## config.mk

```make
export PLATFORM = sky130hd
export DESIGN_NAME = serial_adder
export DESIGN_NICKNAME = d
export VERILOG_FILES = /design/src/rtl/serial_adder.sv
export SDC_FILE = /design/constraint.sdc
export NUM_CORES = 1
export LEC_CHECK = 0
export ABC_AREA = 1
export CORE_AREA = 2 2 59 61
export CTS_BUF_LIST = sky130_fd_sc_hd__clkbuf_8
export DETAILED_ROUTE_END_ITERATION = 6
export DIE_AREA = 0 0 61 63
export PLACE_DENSITY = 0.84
export SLEW_MARGIN = 25
export SYNTH_ARGS = -nofsm -noshare
export SYNTH_HDL_FRONTEND = slang
export SYNTH_SLANG_ARGS = --single-unit
```

## constraint.sdc

```tcl
create_clock -name clk -period 3.36 [get_ports clk]
set_clock_uncertainty 0.05 [all_clocks]
set_input_delay 1.008 -clock clk [delete_from_list [all_inputs] [get_ports clk]]
set_output_delay 1.008 -clock clk [all_outputs]
set_load 0.05 [all_outputs]
```

## src/rtl/serial_adder.sv

```systemverilog
`default_nettype none
// ============================================================================
// Module      : hadder / serial_adder
// Description : Bit-serial adder. Operands are captured on an accepted start
//               and consumed LSB first, one bit pair per clock, through a
//               full-adder cell made of two half adders. Sum bits are shifted
//               into a partial-sum register; the carry lives in a flip-flop
//               between cycles. The completed result is published together
//               with a one-cycle done pulse.
// Ports       : clk    - clock, rising edge
//               rst_n  - asynchronous active-low reset
//               start  - begin an addition (sampled only in IDLE)
//               a, b   - WIDTH-bit operands, captured on accepted start
//               cin    - carry-in, captured on accepted start
//               busy   - high while bits are being processed
//               done   - one-cycle pulse, sum/cout valid while high
//               sum    - registered (a + b + cin) mod 2^WIDTH
//               cout   - registered carry-out of bit WIDTH-1
// Revision    : 1.0 - initial release
// ============================================================================

// ----------------------------------------------------------------------------
// Half adder: o_s = i_a ^ i_b, o_c = i_a & i_b
// ----------------------------------------------------------------------------
module hadder (
    input  logic i_a,
    input  logic i_b,
    output logic o_s,
    output logic o_c
);
    assign o_s = i_a ^ i_b;
    assign o_c = i_a & i_b;
endmodule

// ----------------------------------------------------------------------------
// Bit-serial adder top
// ----------------------------------------------------------------------------
module serial_adder #(
    parameter int WIDTH = 8
) (
    input  logic             clk,
    input  logic             rst_n,
    input  logic             start,
    input  logic [WIDTH-1:0] a,
    input  logic [WIDTH-1:0] b,
    input  logic             cin,
    output logic             busy,
    output logic             done,
    output logic [WIDTH-1:0] sum,
    output logic             cout
);

    localparam int CNT_W = $clog2(WIDTH) + 1;

    // Index of the last bit; the edge that processes it also publishes.
    localparam logic [CNT_W-1:0] c_LAST    = CNT_W'(WIDTH - 1);
    // Single 1 in the MSB position, used to insert the new sum bit.
    localparam logic [WIDTH-1:0] c_MSB_ONE = WIDTH'(1) << (WIDTH - 1);

    typedef enum logic [1:0] {
        S_IDLE = 2'd0,
        S_RUN  = 2'd1,
        S_DONE = 2'd2
    } state_t;

    state_t           r_state;
    logic [WIDTH-1:0] r_sa;
    logic [WIDTH-1:0] r_sb;
    logic             r_c;
    logic [CNT_W-1:0] r_cnt;
    logic [WIDTH-1:0] r_psum;
    logic [WIDTH-1:0] r_sum;
    logic             r_cout;
    logic             r_busy;
    logic             r_done;

    // Full-adder cell from two half adders
    logic             w_s1;
    logic             w_c1;
    logic             w_s;
    logic             w_c2;
    logic             w_carry;
    logic [WIDTH-1:0] w_psum_next;

    hadder u_ha0 (
        .i_a (r_sa[0]),
        .i_b (r_sb[0]),
        .o_s (w_s1),
        .o_c (w_c1)
    );

    hadder u_ha1 (
        .i_a (w_s1),
        .i_b (r_c),
        .o_s (w_s),
        .o_c (w_c2)
    );

    assign w_carry = w_c1 | w_c2;

    // New sum bit enters at the MSB; after WIDTH shifts bit 0 of the result
    // sits at bit 0. Written without slicing so WIDTH=1 needs no special case.
    assign w_psum_next = (r_psum >> 1) | (w_s ? c_MSB_ONE : '0);

    always_ff @(posedge clk or negedge rst_n) begin
        if (!rst_n) begin
            r_state <= S_IDLE;
            r_sa    <= '0;
            r_sb    <= '0;
            r_c     <= 1'b0;
            r_cnt   <= '0;
            r_psum  <= '0;
            r_sum   <= '0;
            r_cout  <= 1'b0;
            r_busy  <= 1'b0;
            r_done  <= 1'b0;
        end else begin
            case (r_state)
                S_IDLE: begin
                    r_done <= 1'b0;
                    if (start) begin
                        r_sa    <= a;
                        r_sb    <= b;
                        r_c     <= cin;
                        r_cnt   <= '0;
                        r_busy  <= 1'b1;
                        r_state <= S_RUN;
                    end
                end
                S_RUN: begin
                    r_psum <= w_psum_next;
                    r_sa   <= r_sa >> 1;
                    r_sb   <= r_sb >> 1;
                    r_c    <= w_carry;
                    r_cnt  <= r_cnt + CNT_W'(1);
                    if (r_cnt == c_LAST) begin
                        r_sum   <= w_psum_next;
                        r_cout  <= w_carry;
                        r_busy  <= 1'b0;
                        r_done  <= 1'b1;
                        r_state <= S_DONE;
                    end
                end
                S_DONE: begin
                    // start is deliberately not looked at here
                    r_done  <= 1'b0;
                    r_state <= S_IDLE;
                end
                default: begin
                    r_busy  <= 1'b0;
                    r_done  <= 1'b0;
                    r_state <= S_IDLE;
                end
            endcase
        end
    end

    assign busy = r_busy;
    assign done = r_done;
    assign sum  = r_sum;
    assign cout = r_cout;

endmodule
`default_nettype wire

```

Word level (Yosys, flattened, before mapping)
Index checks and enable logic that the tools add are counted.
- input port bits: 20
- register bits after elaboration: 42
- output and inout port bits: 11
- word-level logic and storage cells: 46
- equal/unequal tests: 5
- mux-type cells: 17
- reduce and logical (&&, ||, !) cells: 6
- $add $sub $neg: 1
- bitwise operators: 7
- operators by type and width (cell ; number):
    one-hot mux 8 bit (2 select lines) ; 2
    two-way mux 8 bit ; 3
    OR 7 x 8 -> 8 bit ; 1
    one-hot mux 4 bit (2 select lines) ; 1
    AND reduction 2 bit ; 3
    two-way mux 1 bit ; 5
    adder 4 x 1 -> 4 bit, second input constant ; 1
    equality test 4 x 3 -> 1 bit, second input constant ; 1
    two-way mux 2 bit ; 2
    two-way mux 4 bit ; 1
    != test 2 bit, second input constant ; 2
    one-hot mux 2 bit (2 select lines) ; 1
    one-hot mux 1 bit (3 select lines) ; 1
    AND reduction 3 bit ; 1
    bitwise AND 1 bit ; 2
    equality test 2 x 1 -> 1 bit, second input constant ; 1
    equality test 2 bit, second input constant ; 1
    logical NOT 2 bit ; 1
    one-hot mux 1 bit (2 select lines) ; 1
    nonzero test 2 bit ; 1
    XOR 1 bit ; 2
    NOT 1 bit ; 1
    OR 1 bit ; 1

Longest topological paths before layout
- depth in word-level cells: 4
- gate-level depth with buffers: 6
- gate-level depth less buffers: 6

Modules after synthesis
A second synthesis with hierarchy kept.
- cells, all modules: 206
- area total of the unflattened synthesis: 1803.0 µm²
- modules (own cells, without submodules) (module ; cells an instance ; area an instance (µm²) ; seq. area each (µm²) ; instances):
    serial_adder ; 204 ; 1778.0 ; 1026.0 ; 1
    hadder ; 1 ; 12.5 ; 0.0 ; 2

Worst setup path before layout
No wires, ideal clock.
- path kind: reg-to-output
- start: register r_done, in the netlist done
- end: output port done
- data arrival time: 601 ps
- path slack: 1701 ps
- path buffers: 0
- cell stages (with the launch flop): 1
- required time: 2302 ps
- cell sequence: dfrtp_1
- RTL lines (what ; line ; text):
    from (decl) ; 75 ; logic r_done;
    from (signal assigned) ; 116 ; r_done <= 1'b0;
    from (signal assigned) ; 120 ; r_done <= 1'b0;
    from (signal assigned) ; 140 ; r_done <= 1'b1;
    to (decl) ; 48 ; output logic done,
No word-level cell between the ends.

Final worst setup path
- start: register r_sum[5], in the netlist sum[5]
- end: output port sum[5]
- RTL lines (what ; line ; text):
    from (decl) ; 72 ; logic [WIDTH-1:0] r_sum;
    from (signal assigned) ; 137 ; r_sum <= w_psum_next;
    to (decl) ; 49 ; output logic [WIDTH-1:0] sum,
No word-level cell between the ends.

==> flow_metrics.env <==
export IMPL_stdcell_count=274
export IMPL_cts_max_level=2
export IMPL_dp_cells=267
export IMPL_cp_required_ps=2300
export IMPL_syn_area_um2=1783
export IMPL_yosys_warnings=0
export IMPL_finalHoldViolations=0
export IMPL_fmax_mhz=399.5
export IMPL_die_y_um=63
export IMPL_synth_fp_nets=223
export IMPL_drtAntennaViolNets=0
export IMPL_start_kind="register"
export IMPL_post_route_period_util_pct=74.50
export IMPL_clockPowerShare_pct=15.6
export IMPL_avgSynthCellArea_um2=8.870
export IMPL_wl_mm=3.126
export IMPL_postCtsSetupBuffers=0
export IMPL_clock_sinks=41
export IMPL_cts_root_buffer="clkbuf_8"
export IMPL_synthXorXnorAreaFrac_pct=0
export IMPL_r2r_start="r_cnt[0]"
export IMPL_worstPathArrival_ps=1450
export IMPL_p_int_w=0.001149
export IMPL_portBuffers=30
export IMPL_cpMaxStageDelayCell="clkdlybuf4s50_1"
export IMPL_rsz0062_at_grt="no"
export IMPL_synth_distinct_cells=17
export IMPL_grt_pass1_vias=1304
export IMPL_die_w_um=61
export IMPL_crit_family="buffers and inverters"
export IMPL_synthArstFlopShare_pct=100.0
export IMPL_cp_max_fo=2
export IMPL_synthTopCellsByCount="nand2_1, nand3_1, dfrtp_1, o21ai_0, inv_1"
export IMPL_grt_pass1_wl_mm=5.761
export IMPL_p_sw_w=0.0008559
export IMPL_synth_compound_area_share_pct=2.246
export IMPL_cp_cell_sequence="clkdlybuf4s50_1"
export IMPL_synth_top_family_by_area="simple AND/OR/NAND/NOR gates"
export IMPL_grt_max_degree=42
export IMPL_worst_r2r_endpoint="sum[3]"
export IMPL_pwr_share_comb_pct=42.5
export IMPL_grt_overflow_total=0
export IMPL_leakagePower_nw=1.063
export IMPL_yosysTopAreaCellShare_pct=57.54
export IMPL_endpoint_kind="primary output"
export IMPL_whs_ps=420.5
export IMPL_slew_headroom_pct=39.73
export IMPL_setup_tns_ps=0
export IMPL_synth_mux_area_share_pct=0
export IMPL_gp_congestion=0.7544
export IMPL_dr_pass1_iters=4
export IMPL_via_per_inst=5.073
export IMPL_synthSimpleGateAreaFrac_pct=31.93
export IMPL_path_buf_inv=1
export IMPL_drc=0
export IMPL_nets=250
export IMPL_max_cap_violations=0
export IMPL_drive_above_1_share_pct=6.140
export IMPL_io_pins=31
export IMPL_via_count=1390
export IMPL_num_rows=21
export IMPL_synth_most_common_cell="nand2_1"
export IMPL_pre_cts_ws_ps=886.5
export IMPL_synth_edff_count=0
export IMPL_wl_per_cell_um=11.41
export IMPL_synth_top_flop_cell="dfrtp_1"
export IMPL_pwr_density_cell_nw_per_um2=935.1
export IMPL_worst_pin_slew_ps=901.9
export IMPL_fillers=291
export IMPL_ctsHoldBuffers=0
export IMPL_numCtsBuffers=5
export IMPL_yosys_area_top_type="dfrtp_1"
export IMPL_synthAdderAreaFrac_pct=1.825
export IMPL_coreArea_um2=3232
export IMPL_clockBufferDepth=2
export IMPL_clock_latency_ps=290
export IMPL_period_needed_ps=2503
export IMPL_holdPathEnd="sum[6]"
export IMPL_cts_tree="built"
export IMPL_syn_inst=201
export IMPL_ys_seq_area_share_pct=57.54
export IMPL_dr_first_iter_drc_count=67
export IMPL_die_area_um2=3843
export IMPL_cts_repair_resized=0
export IMPL_gr_usage_all_layers_pct=20.11
export IMPL_min_path_cells=2
export IMPL_antenna_found_initial=0
export IMPL_synth_area_leaders="dfrtp_1, nand2_1, nand3_1"
export IMPL_worst_setup_path_type="reg -> out"
export IMPL_setup_slack_ps=856.6
export IMPL_setup_viol=0
export IMPL_p_sw_share_pct=42.68
export IMPL_outcome="completed"
export IMPL_hp_class="reg -> reg"
export IMPL_seq_power_share_pct=41.9
export IMPL_clk_pin_slew_worst_paths_ps=70
export IMPL_ir_drop_uv=433.2
export IMPL_synth_seq_cells=41
export IMPL_diodes=0
export IMPL_cpPeakStageDelay_ps=800
export IMPL_min_delay_start="sum[6]"
export IMPL_slew_violations=0
export IMPL_hpwl_mm=2.045
export IMPL_syn_to_final_growth_pct=20.28
export IMPL_start_util_pct=55.17
export IMPL_rr_worst_depth=6
export IMPL_r2r_slack_ps=1690
metrics by stage:
| stage | power (W) | util, % | area [um2] |
|---|---|---|---|
| 2_1_floorplan | 0.001501 | - | 1783 |
| 3_3_place_gp | 0.001679 | 63.69 | 2058 |
| 3_5_place_dp | 0.001708 | 63.69 | 2058 |
| 4_1_cts | 0.002027 | 66.36 | 2145 |
| 5_1_grt | 0.002188 | 66.36 | 2145 |
| 6_report | 0.002005 | 66.36 | 2145 |
worst max-delay path by stage:
stage               cells after the start  startpoint        to
detailed placement                      4       start   r_sb[6]
global placement                        4       start  r_cnt[0]
CTS                                     1      sum[5]    sum[5]
floorplan                               0        done      done
finish                                  1      sum[5]    sum[5]
global route                            1      sum[5]    sum[5]
layout by cell type, fill, tap and decap left out:
cell	Yosys	layout
clkdlybuf4s50_1	0	29
nand4_1	1	1
o21ai_0	8	8
nor2_4	1	1
buf_2	5	1
inv_1	7	8
inv_2	3	3
nand2_1	74	74
fa_1	1	1
nor2_1	3	3
nand3_1	48	48
nor2_2	1	1
dfrtp_1	41	41
ha_1	1	1
nand3_2	1	1
clkbuf_8	0	6
nand2_2	1	1
power groups by stage:
stage | clock [W] | combinational [W] | sequential [W]
finish | 0.000313 | 0.000852 | 0.000840
detailed placement | 0 | 0.000861 | 0.000847
CTS | 0.000324 | 0.000862 | 0.000841
global placement | 0 | 0.000841 | 0.000838
global route | 0.000351 | 0.000967 | 0.000870
floorplan | 0 | 0.000460 | 0.00104
worst reg2reg max path: stages (launching register included):
cell	delay, ps
dfrtp_1	410
ha_1	210
nand2_1	90
nor2_2	380
nand2_2	250
nand2_1	130
nand2_1	50
registers in the layout (all words and copies together), names as in the netlist:
signal	count
busy	1
cout	1
done	1
r_c	1
r_cnt	4
r_psum	7
r_sa	8
r_sb	8
r_state	2
sum	8
logic make-up (layout without fill, tap and decap cells):
family / count (synthesis) / after routing
fa+ha+maj: 2 / 2
flops: 41 / 41
buf+inv: 20 / 47
compound gates: 8 / 8
simple gates: 130 / 130
cell type report:
cell class | instances | area, um2 | area share (%)
Clock inverter | 1 | 3.754 | 0.1750
Timing Repair Buffer | 30 | 295.3 | 13.77
Inverter | 10 | 37.54 | 1.750
Tap cell | 46 | 57.56 | 2.684
Multi-Input combinational cell | 140 | 641.9 | 29.93
Sequential cell | 41 | 1026 | 47.84
Clock buffer | 6 | 82.58 | 3.851
layer usage:
metal | share of wire [%] | track usage, % | wire, um
met1 | 45 | 26.29 | 1406
met2 | 49 | 31.05 | 1534
met3 | 4.5 | 6.832 | 140
met4 | 1.4 | 6.522 | 45
met5 | 0 | 0 | 0
Note: power is estimated with default switching activity, not from simulation.
